===== config.mk =====
export PLATFORM = sky130hd
export DESIGN_NAME = ctrl_unit_hardwired
export DESIGN_NICKNAME = d
export VERILOG_FILES = /design/src/rtl/ctrl_unit_hardwired.sv
export SDC_FILE = /design/constraint.sdc
export NUM_CORES = 1
export LEC_CHECK = 0
export CORE_MARGIN = 2
export CORE_UTILIZATION = 28
export DETAILED_ROUTE_END_ITERATION = 6
export PLACE_DENSITY = 0.87
export SLEW_MARGIN = 40
export SYNTH_ARGS = -nofsm -noshare
export SYNTH_HDL_FRONTEND = slang
export SYNTH_SLANG_ARGS = --single-unit
export TNS_END_PERCENT = 5

===== constraint.sdc =====
create_clock -name clock -period 4.2 [get_ports clock]
set_clock_uncertainty 0.2 [all_clocks]
set_input_delay 0.42 -clock clock [delete_from_list [all_inputs] [get_ports clock]]
set_output_delay 0.42 -clock clock [all_outputs]
set_load 0.005 [all_outputs]

===== src/rtl/ctrl_unit_hardwired.sv =====
// ctrl_unit_hardwired
//   Hardwired Moore control unit for the datapath. Runs the fetch
//   sequence (T0..T2), decodes IR[31:27] in DEC and executes br, jr, jal,
//   halt; every other opcode behaves as nop and returns to T0.
//
// Ports
//   clock         system clock, rising edge
//   clr           asynchronous active-low reset
//   IR            instruction register contents (opcode in [31:27])
//   CONFFOut      branch condition flip-flop output
//   stop          halt request, honoured only in T0
//   enc_input     bus encoder one-hot select
//   reg_enable    register load enables
//   ALU_Sel       ALU operation
//   read, write   memory strobes (write is never used by this subset)
//   incPC         PC increment
//   Gra/Grb/Grc   select-encode field selects
//   Rin/Rout/BAout general register in / out / base-address out
//   conIn         CON FF load
//   run           1 while executing, 0 in HALT or reset
//   present_state current state code (debug)
//
// state | meaning
// ------+-----------------------------------------------
// T0    | MAR <- PC, PC incremented
// T1    | MDR <- memory
// T2    | IR <- MDR
// DEC   | dispatch on opcode
// BR3   | CON FF evaluates R[ra] against IR[20:19]
// BR4   | Y <- PC
// BR5   | Z <- Y + C (sign-extended offset)
// BR6   | PC <- Zlow when CON FF is set
// JR3   | PC <- R[ra]
// JAL3  | R15 <- PC (select-encode routes all-zero selects to R15)
// JAL4  | PC <- R[ra]
// HALT  | stopped, only clr leaves
// RST   | held in reset
module ctrl_unit_hardwired #(
  parameter logic [5:0] ALU_ADD = 6'd3,
  parameter logic [4:0] OP_BR   = 5'b10010,
  parameter logic [4:0] OP_JR   = 5'b10011,
  parameter logic [4:0] OP_JAL  = 5'b10100,
  parameter logic [4:0] OP_HALT = 5'b11010
) (
  input  logic        clock,
  input  logic        clr,
  input  logic [31:0] IR,
  input  logic        CONFFOut,
  input  logic        stop,
  output logic [31:0] enc_input,
  output logic [31:0] reg_enable,
  output logic [5:0]  ALU_Sel,
  output logic        read,
  output logic        write,
  output logic        incPC,
  output logic        Gra,
  output logic        Grb,
  output logic        Grc,
  output logic        Rin,
  output logic        Rout,
  output logic        BAout,
  output logic        conIn,
  output logic        run,
  output logic [3:0]  present_state
);

  typedef enum logic [3:0] {
    S_T0   = 4'd0,
    S_T1   = 4'd1,
    S_T2   = 4'd2,
    S_DEC  = 4'd3,
    S_BR3  = 4'd4,
    S_BR4  = 4'd5,
    S_BR5  = 4'd6,
    S_BR6  = 4'd7,
    S_JR3  = 4'd8,
    S_JAL3 = 4'd9,
    S_JAL4 = 4'd10,
    S_HALT = 4'd14,
    S_RST  = 4'd15
  } state_t;

  // Bit positions on the encoder / enable buses.
  localparam int B_Z   = 19;
  localparam int B_PC  = 20;
  localparam int B_IR  = 21;
  localparam int B_MDR = 22;
  localparam int B_MAR = 23;
  localparam int B_Y   = 24;
  localparam int B_C   = 25;

  state_t state, state_nxt;
  logic [4:0] opcode;

  assign opcode = IR[31:27];

  // Operand fields are consumed by the datapath's select-encode logic,
  // only the opcode steers the sequence here.
  logic unused_ir;
  assign unused_ir = ^IR[26:0];

  always_ff @(posedge clock or negedge clr) begin
    if (!clr) state <= S_RST;
    else      state <= state_nxt;
  end

  always_comb begin
    state_nxt = state;
    unique case (state)
      S_RST:  state_nxt = S_T0;
      S_T0:   state_nxt = stop ? S_HALT : S_T1;
      S_T1:   state_nxt = S_T2;
      S_T2:   state_nxt = S_DEC;
      S_DEC: begin
        if      (opcode == OP_BR)   state_nxt = S_BR3;
        else if (opcode == OP_JR)   state_nxt = S_JR3;
        else if (opcode == OP_JAL)  state_nxt = S_JAL3;
        else if (opcode == OP_HALT) state_nxt = S_HALT;
        else                        state_nxt = S_T0;
      end
      S_BR3:  state_nxt = S_BR4;
      S_BR4:  state_nxt = S_BR5;
      S_BR5:  state_nxt = S_BR6;
      S_BR6:  state_nxt = S_T0;
      S_JR3:  state_nxt = S_T0;
      S_JAL3: state_nxt = S_JAL4;
      S_JAL4: state_nxt = S_T0;
      S_HALT: state_nxt = S_HALT;
      default: state_nxt = S_RST;
    endcase
  end

  always_comb begin
    enc_input  = '0;
    reg_enable = '0;
    ALU_Sel    = '0;
    read       = 1'b0;
    write      = 1'b0;
    incPC      = 1'b0;
    Gra        = 1'b0;
    Grb        = 1'b0;
    Grc        = 1'b0;
    Rin        = 1'b0;
    Rout       = 1'b0;
    BAout      = 1'b0;
    conIn      = 1'b0;
    run        = 1'b1;
    unique case (state)
      S_T0: begin
        enc_input[B_PC]   = 1'b1;
        reg_enable[B_MAR] = 1'b1;
        incPC             = 1'b1;
      end
      S_T1: begin
        read              = 1'b1;
        reg_enable[B_MDR] = 1'b1;
      end
      S_T2: begin
        enc_input[B_MDR] = 1'b1;
        reg_enable[B_IR] = 1'b1;
      end
      S_DEC: ;
      S_BR3: begin
        Gra   = 1'b1;
        Rout  = 1'b1;
        conIn = 1'b1;
      end
      S_BR4: begin
        enc_input[B_PC] = 1'b1;
        reg_enable[B_Y] = 1'b1;
      end
      S_BR5: begin
        enc_input[B_C]  = 1'b1;
        ALU_Sel         = ALU_ADD;
        reg_enable[B_Z] = 1'b1;
      end
      S_BR6: begin
        // CON FF has been stable since BR4, so gating PC load directly is safe.
        enc_input[B_Z]   = 1'b1;
        reg_enable[B_PC] = CONFFOut;
      end
      S_JR3, S_JAL4: begin
        Gra              = 1'b1;
        Rout             = 1'b1;
        reg_enable[B_PC] = 1'b1;
      end
      S_JAL3: begin
        enc_input[B_PC] = 1'b1;
        Rin             = 1'b1;
      end
      default: run = 1'b0;
    endcase
  end

  assign present_state = state;

endmodule


==> impl_metrics.ini, run 1 <==
[finish]
largest_reg_flops = 4
final_core_util_pct = 31.37
fillers = 372
instances_no_fill = 197
finish.net_count = 189
syn_to_final_growth_pct = 8.782
design_area_mm2 = 0.001039
layout-drive-gt1-share_pct = 4.636
diodes = 0

[critical_path]
critPathSlowestCell = dfstp_2
critical_path_class = reg2out
cp-end-kind = primary output
critPathLaunchType = flop
cpPeakStageDelay_ns = 0.65
worstPathCellList = nor2b_1, nand2b_1, a21oi_1, clkdlybuf4s50_1
worstPathRequired_ns = 3.58
path_max_fanout = 15
arrival_ns = 1.97
r2r_cells = 3

[run_status]
status = completed

[routing]
ant_nets = 0
wl_per_cell_um = 8.107
drcViolationCount = 0
viasPerCell = 3.690
wirelength_mm = 1.597
dr.pass1.iters = 4
drt_iter0_drc = 33
via_count = 727

[sta]
layout_setup_ws_ns = 1.608
fin_crit_sh_pct = 61.73
hold_slack_ns = 0.3952
fmaxAchievable_mhz = 385.7
fin_crit_ns = 2.592
setup_viol = 0
final.setup.tns_ns = 0
rsz0062_at_grt = false
slew_viol_final = 0
hold_viol_final = 0

[place]
numPortBuffers = 31
hpwlAfterDp_mm = 1.331
placed_area_mm2 = 0.001016
place_congestion = 0.7578
dp_slack_ns = 1.824
dp.cells = 194

[synthesis]
synth_top_cell_by_area = buf_4
yosysMostFrequentCell = buf_4
yosys-top-cells-area = buf_4, dfstp_2, nand2b_1, nor2_1, or4bb_1
avgSynthCellArea_um2 = 7.401
synth_seq_area_share_pct = 11.01
synth-seq-cells = 4
synth_cell_types = 28
synth_warnings = 0
syn-instance-count = 129
synth_commonest_cells = buf_4, nor2_1, nand2b_1, dfstp_2, nand3_1
synth_top_area_share_pct = 54.26
synth-edff-count = 0
async_flop_share_pct = 100.0
netlist_area_um2 = 954.7
ys.flop_type = dfstp_2

[hold_path]
hold_class = in2async

[cts]
cts_setup_buffers = 0
cts-resized-gates = 0
insertion_delay_ns = 0.23
clk_path_buf_depth = 2
numCtsBuffers = 3
clk_pin_slew_worst_paths_ns = 0.04
cts_num_sinks = 4
cts_max_level = 1
cts_root_buffer = clkbuf_4
cts_tree = built
cts_hold_buf = 0

[pwr]
ir_drop_uv = 138.2
power.total_uw = 540.8
p_per_area_mw_per_mm2 = 520.7
power.leakage_nw = 0.4787

[floorplanning]
die_x_um = 62.39
ios = 121
dieArea_mm2 = 0.003893
die_h_um = 62.39
core_mm2 = 0.003311
start_util_pct = 28.84
rows = 21

[grt]
grt_pass1_vias = 512
antenna_found_initial = 0
grt_pass1_wl_mm = 2.270
grt.overflow.total = 0
grtUsageTotal_pct = 7.385
grt_max_degree = 18

[job]
drv_cap = 0
metal layers:
| metal | GRT usage [%] | wire [um] | vias to the layer above |
|---|---|---|---|
| li1 | - | - | 348 |
| met1 | 8.628 | 628 | 319 |
| met2 | 12.09 | 727 | 60 |
| met3 | 4.324 | 241 | 0 |
| met4 | 0.8333 | 0 | 0 |
| met5 | 0 | 0 | - |
cells by family (layout without fill, tap and decap cells):
kind of cell           Yosys count  count (layout)  synth area share [%]
other                            1              62                0.3928
buffers and inverters           74              35                 56.49
AND/OR/NAND/NOR                 36              36                 22.15
AO/OA/AOI/OAI                   14              14                 9.961
flip-flops                       4               4                 11.01
worst max-delay path, delay by kind of cell, from the launching register on:
kind / cells / cell delay, ns
simple gates: 2 / 0.33
flops: 1 / 0.65
compound gates: 1 / 0.21
buf+inv: 1 / 0.55
report_power, final:
| part | internal [mW] | switching, mW | leakage (nW) |
|---|---|---|---|
| Clock | 0.0318 | 0.0138 | 0.0138 |
| Sequential | 0.0732 | 0.0649 | 0.0419 |
| Combinational | 0.212 | 0.145 | 0.423 |
| Total | 0.317 | 0.224 | 0.479 |
placed cells by master (no fill, tap or decap), drive strengths merged:
cell type	Yosys	layout
a21o	1	1
a21oi	2	2
a22o	1	1
a311oi	1	1
a31o	1	1
and2	1	1
and3	2	2
clkbuf	2	3
clkdlybuf4s50	0	31
conb	1	62
dfstp	4	4
inv	1	1
nand2	3	3
nand2b	5	5
nand3	4	4
nand4	1	1
nor2	7	7
nor2b	3	3
nor3	3	3
nor3b	2	2
nor4	1	1
o211ai	2	2
o21ai	3	3
o22ai	2	2
o311ai	1	1
or4b	2	2
or4bb	2	2
final cells by class:
type	instances	area [um2]	area share (%)
clock buffers	3	22.52	2.169
inverters	1	3.754	0.3614
multi-input cells	112	539.3	51.93
flip-flops and latches	4	105.1	10.12
well taps	46	57.56	5.542
repair buffers	31	310.3	29.88
worst paths after layout:
check	start	end	slack [ns]
worst min-delay path	clr	present_state[0]	0.40
worst min register to register	present_state[1]	present_state[0]	0.48
min in group clock	present_state[1]	present_state[0]	0.48
worst max register to register	present_state[0]	present_state[3]	2.71
max in group asynchronous	clr	present_state[2]	3.38
worst max-delay path	present_state[2]	Rout	1.61
(Power assumes the default switching activity.)
==> inputs of run 2 (changes only) <==
--- a/config.mk
+++ b/config.mk
@@ -6,9 +6,9 @@
 export NUM_CORES = 1
 export LEC_CHECK = 0
 export CORE_MARGIN = 2
-export CORE_UTILIZATION = 28
+export CORE_UTILIZATION = 23
 export DETAILED_ROUTE_END_ITERATION = 6
-export PLACE_DENSITY = 0.87
+export PLACE_DENSITY = 0.76
 export SLEW_MARGIN = 40
 export SYNTH_ARGS = -nofsm -noshare
 export SYNTH_HDL_FRONTEND = slang
==> constraint.sdc (replaced) <==
create_clock -name clock -period 2.3 [get_ports clock]
set_clock_uncertainty 0.2 [all_clocks]
set_input_delay 0.23 -clock clock [delete_from_list [all_inputs] [get_ports clock]]
set_output_delay 0.23 -clock clock [all_outputs]
set_load 0.005 [all_outputs]
==> run 2 against run 1 <==
Net effect:
- sequential share of layout area is 0.56 points lower
- via count is 0.96% higher
- worst hold slack worse by 0.17 ns
- first-iteration DRC count is 42% higher
- global-route usage is 0.54 points lower
- core utilization is 2.9 points lower
- wire length is 16% higher
- non-clock buffer count is 6 higher
- combinational power is 120% higher
- cell count is 5.1% higher
- sequential power is 72% higher
==> impl_metrics.ini, run 2 (synthesized netlist as in run 1, its figures left out) <==
[pwr]
pwr-share-seq_pct = 20.2
combPwrFrac_pct = 67.4
p_per_area_mw_per_mm2 = 1031
power.leakage_nw = 0.5547
internal-power_uw = 710.1
power.switching_uw = 463.6
power_frac_clock_pct = 12.3
swShare_pct = 39.50
ir_drop_uv = 382.2

[critical_path]
r2r-start = present_state[0]
r2r_slack_ns = 0.69
critPathLaunch = present_state[0]
critical_path_class = reg2out
worstPathRequired_ns = 1.87
cp-end-kind = primary output
cp-endpoint = enc_input[22]
r2r_cells = 4
critPathLaunchType = flop
path_max_fanout = 7
r2r_end = present_state[3]
arrival_ns = 1.83

[grt]
grt_pass1_wl_mm = 2.366
grt_max_degree = 17
grt_pass1_vias = 515
grt.busiest_layer = met2
grtUsageTotal_pct = 6.844
grtUsageMet3_pct = 3.783
antenna_found_initial = 0
grt.overflow.total = 0
use_met1_pct = 7.178
grt.met2_usage_pct = 12.62

[finish]
layout_commonest_cell = conb_1
design_area_mm2 = 0.001139
finish.net_count = 195
largest_reg_flops = 4
syn_to_final_growth_pct = 19.27
diodes = 0
layout-drive-gt1-share_pct = 11.46
final_cell_mix = conb_1, clkdlybuf4s50_1, nor2_1, buf_4

[sta]
final.setup.tns_ns = 0
setup_viol = 0
fin_crit_ns = 2.259
slew_viol_final = 0
hold_viol_final = 0
fmaxAchievable_mhz = 442.6
rsz0062_at_grt = true
fin_crit_sh_pct = 98.23

[place]
numPortBuffers = 31
placed_area_mm2 = 0.001028
place_congestion = 0.7987
hpwlAfterDp_mm = 1.455

[routing]
dr.pass1.iters = 3
ant_nets = 0
via_count = 734
viasPerCell = 3.546
drcViolationCount = 0
drt_iter0_drc = 47
wirelength_mm = 1.852
wl_per_cell_um = 8.947

[floorplanning]
start_util_pct = 23.87
ios = 121
rows = 23
die_h_um = 68.43
dieArea_mm2 = 0.004682
core_mm2 = 0.004000
die_x_um = 68.43

[cts]
insertion_delay_ns = 0.21
cts_root_buffer = clkbuf_8
cts_max_level = 1
clk_path_buf_depth = 2
clk_pin_slew_worst_paths_ns = 0.03
cts_tree = built
cts_hold_buf = 0
numCtsBuffers = 3
cts_num_sinks = 4

[job]
drv_cap = 0

[run_status]
status = completed

[hold_path]
hold_class = in2async
[run 2: cell count changes in the layout (fill, tap and decap cells not counted), sizes merged]
cell           delta
buf               +6
clkdlybuf4s50     -2
dlymetal6s2s      +2
[run 2: worst max-delay path, cell delays in order, from the launching register on]
cell and delay [ns]:
dfstp_2 0.40, buf_4 0.16, inv_1 0.17, nand2_1 0.11, nor3_1 0.23, clkdlybuf4s50_1 0.55
[run 2: area by class of cell]
cell class | count | area [um2]
multi-input combinational | 112 | 561.8
timing repair buffer | 37 | 360.3
sequential | 4 | 108.9
tap | 50 | 62.56
fill | 440 | 2861
clock buffer | 3 | 41.29
inverter | 1 | 3.754
[run 2: worst min path at each step]
stage	from	to
after floorplan	clr	present_state[0]
after global placement	clr	present_state[3]
after detailed placement	clr	present_state[0]
after CTS	clr	present_state[2]
after global routing	clr	present_state[2]
final	clr	present_state[2]
[run 2: per-layer routing]
layer  wire length, um  share of wire, %
met1               695                38
met2               896                48
met3               259                14
met5                 0                 0
met4                 0                 0
[run 2: through the flow]
stage / cells / util (%) / total power, mW / hold WS [ns] / setup WS, ns
final: 207 / 28.46 / 1.174 / 0.2265 / 0.04073
after global routing: 207 / 28.46 / 1.281 / 0.2458 / -0.03506
after CTS: 204 / 27.28 / 1.106 / 0.2357 / 0.01700
after detailed placement: 199 / 25.71 / 0.9295 / 0.4627 / 0.1904
after global placement: 199 / 25.71 / 0.9101 / 0.4417 / 0.1813
after floorplan: 190 / - / 0.6734 / -0.1178 / 0.5794
[run 2: timing repair]
item	CTS	global route
resized for setup	2	7
endpoints found under the setup margin	3	9
cloned	0	0
setup buffers	2	3
[run 2: power by group through the flow]
| stage | Combinational [mW] | Sequential [mW] | Clock [mW] |
|---|---|---|---|
| 2_1_floorplan | 0.503 | 0.171 | 0 |
| 3_3_place_gp | 0.670 | 0.240 | 0 |
| 3_5_place_dp | 0.686 | 0.244 | 0 |
| 4_1_cts | 0.718 | 0.238 | 0.150 |
| 5_1_grt | 0.876 | 0.251 | 0.154 |
| 6_report | 0.791 | 0.238 | 0.145 |
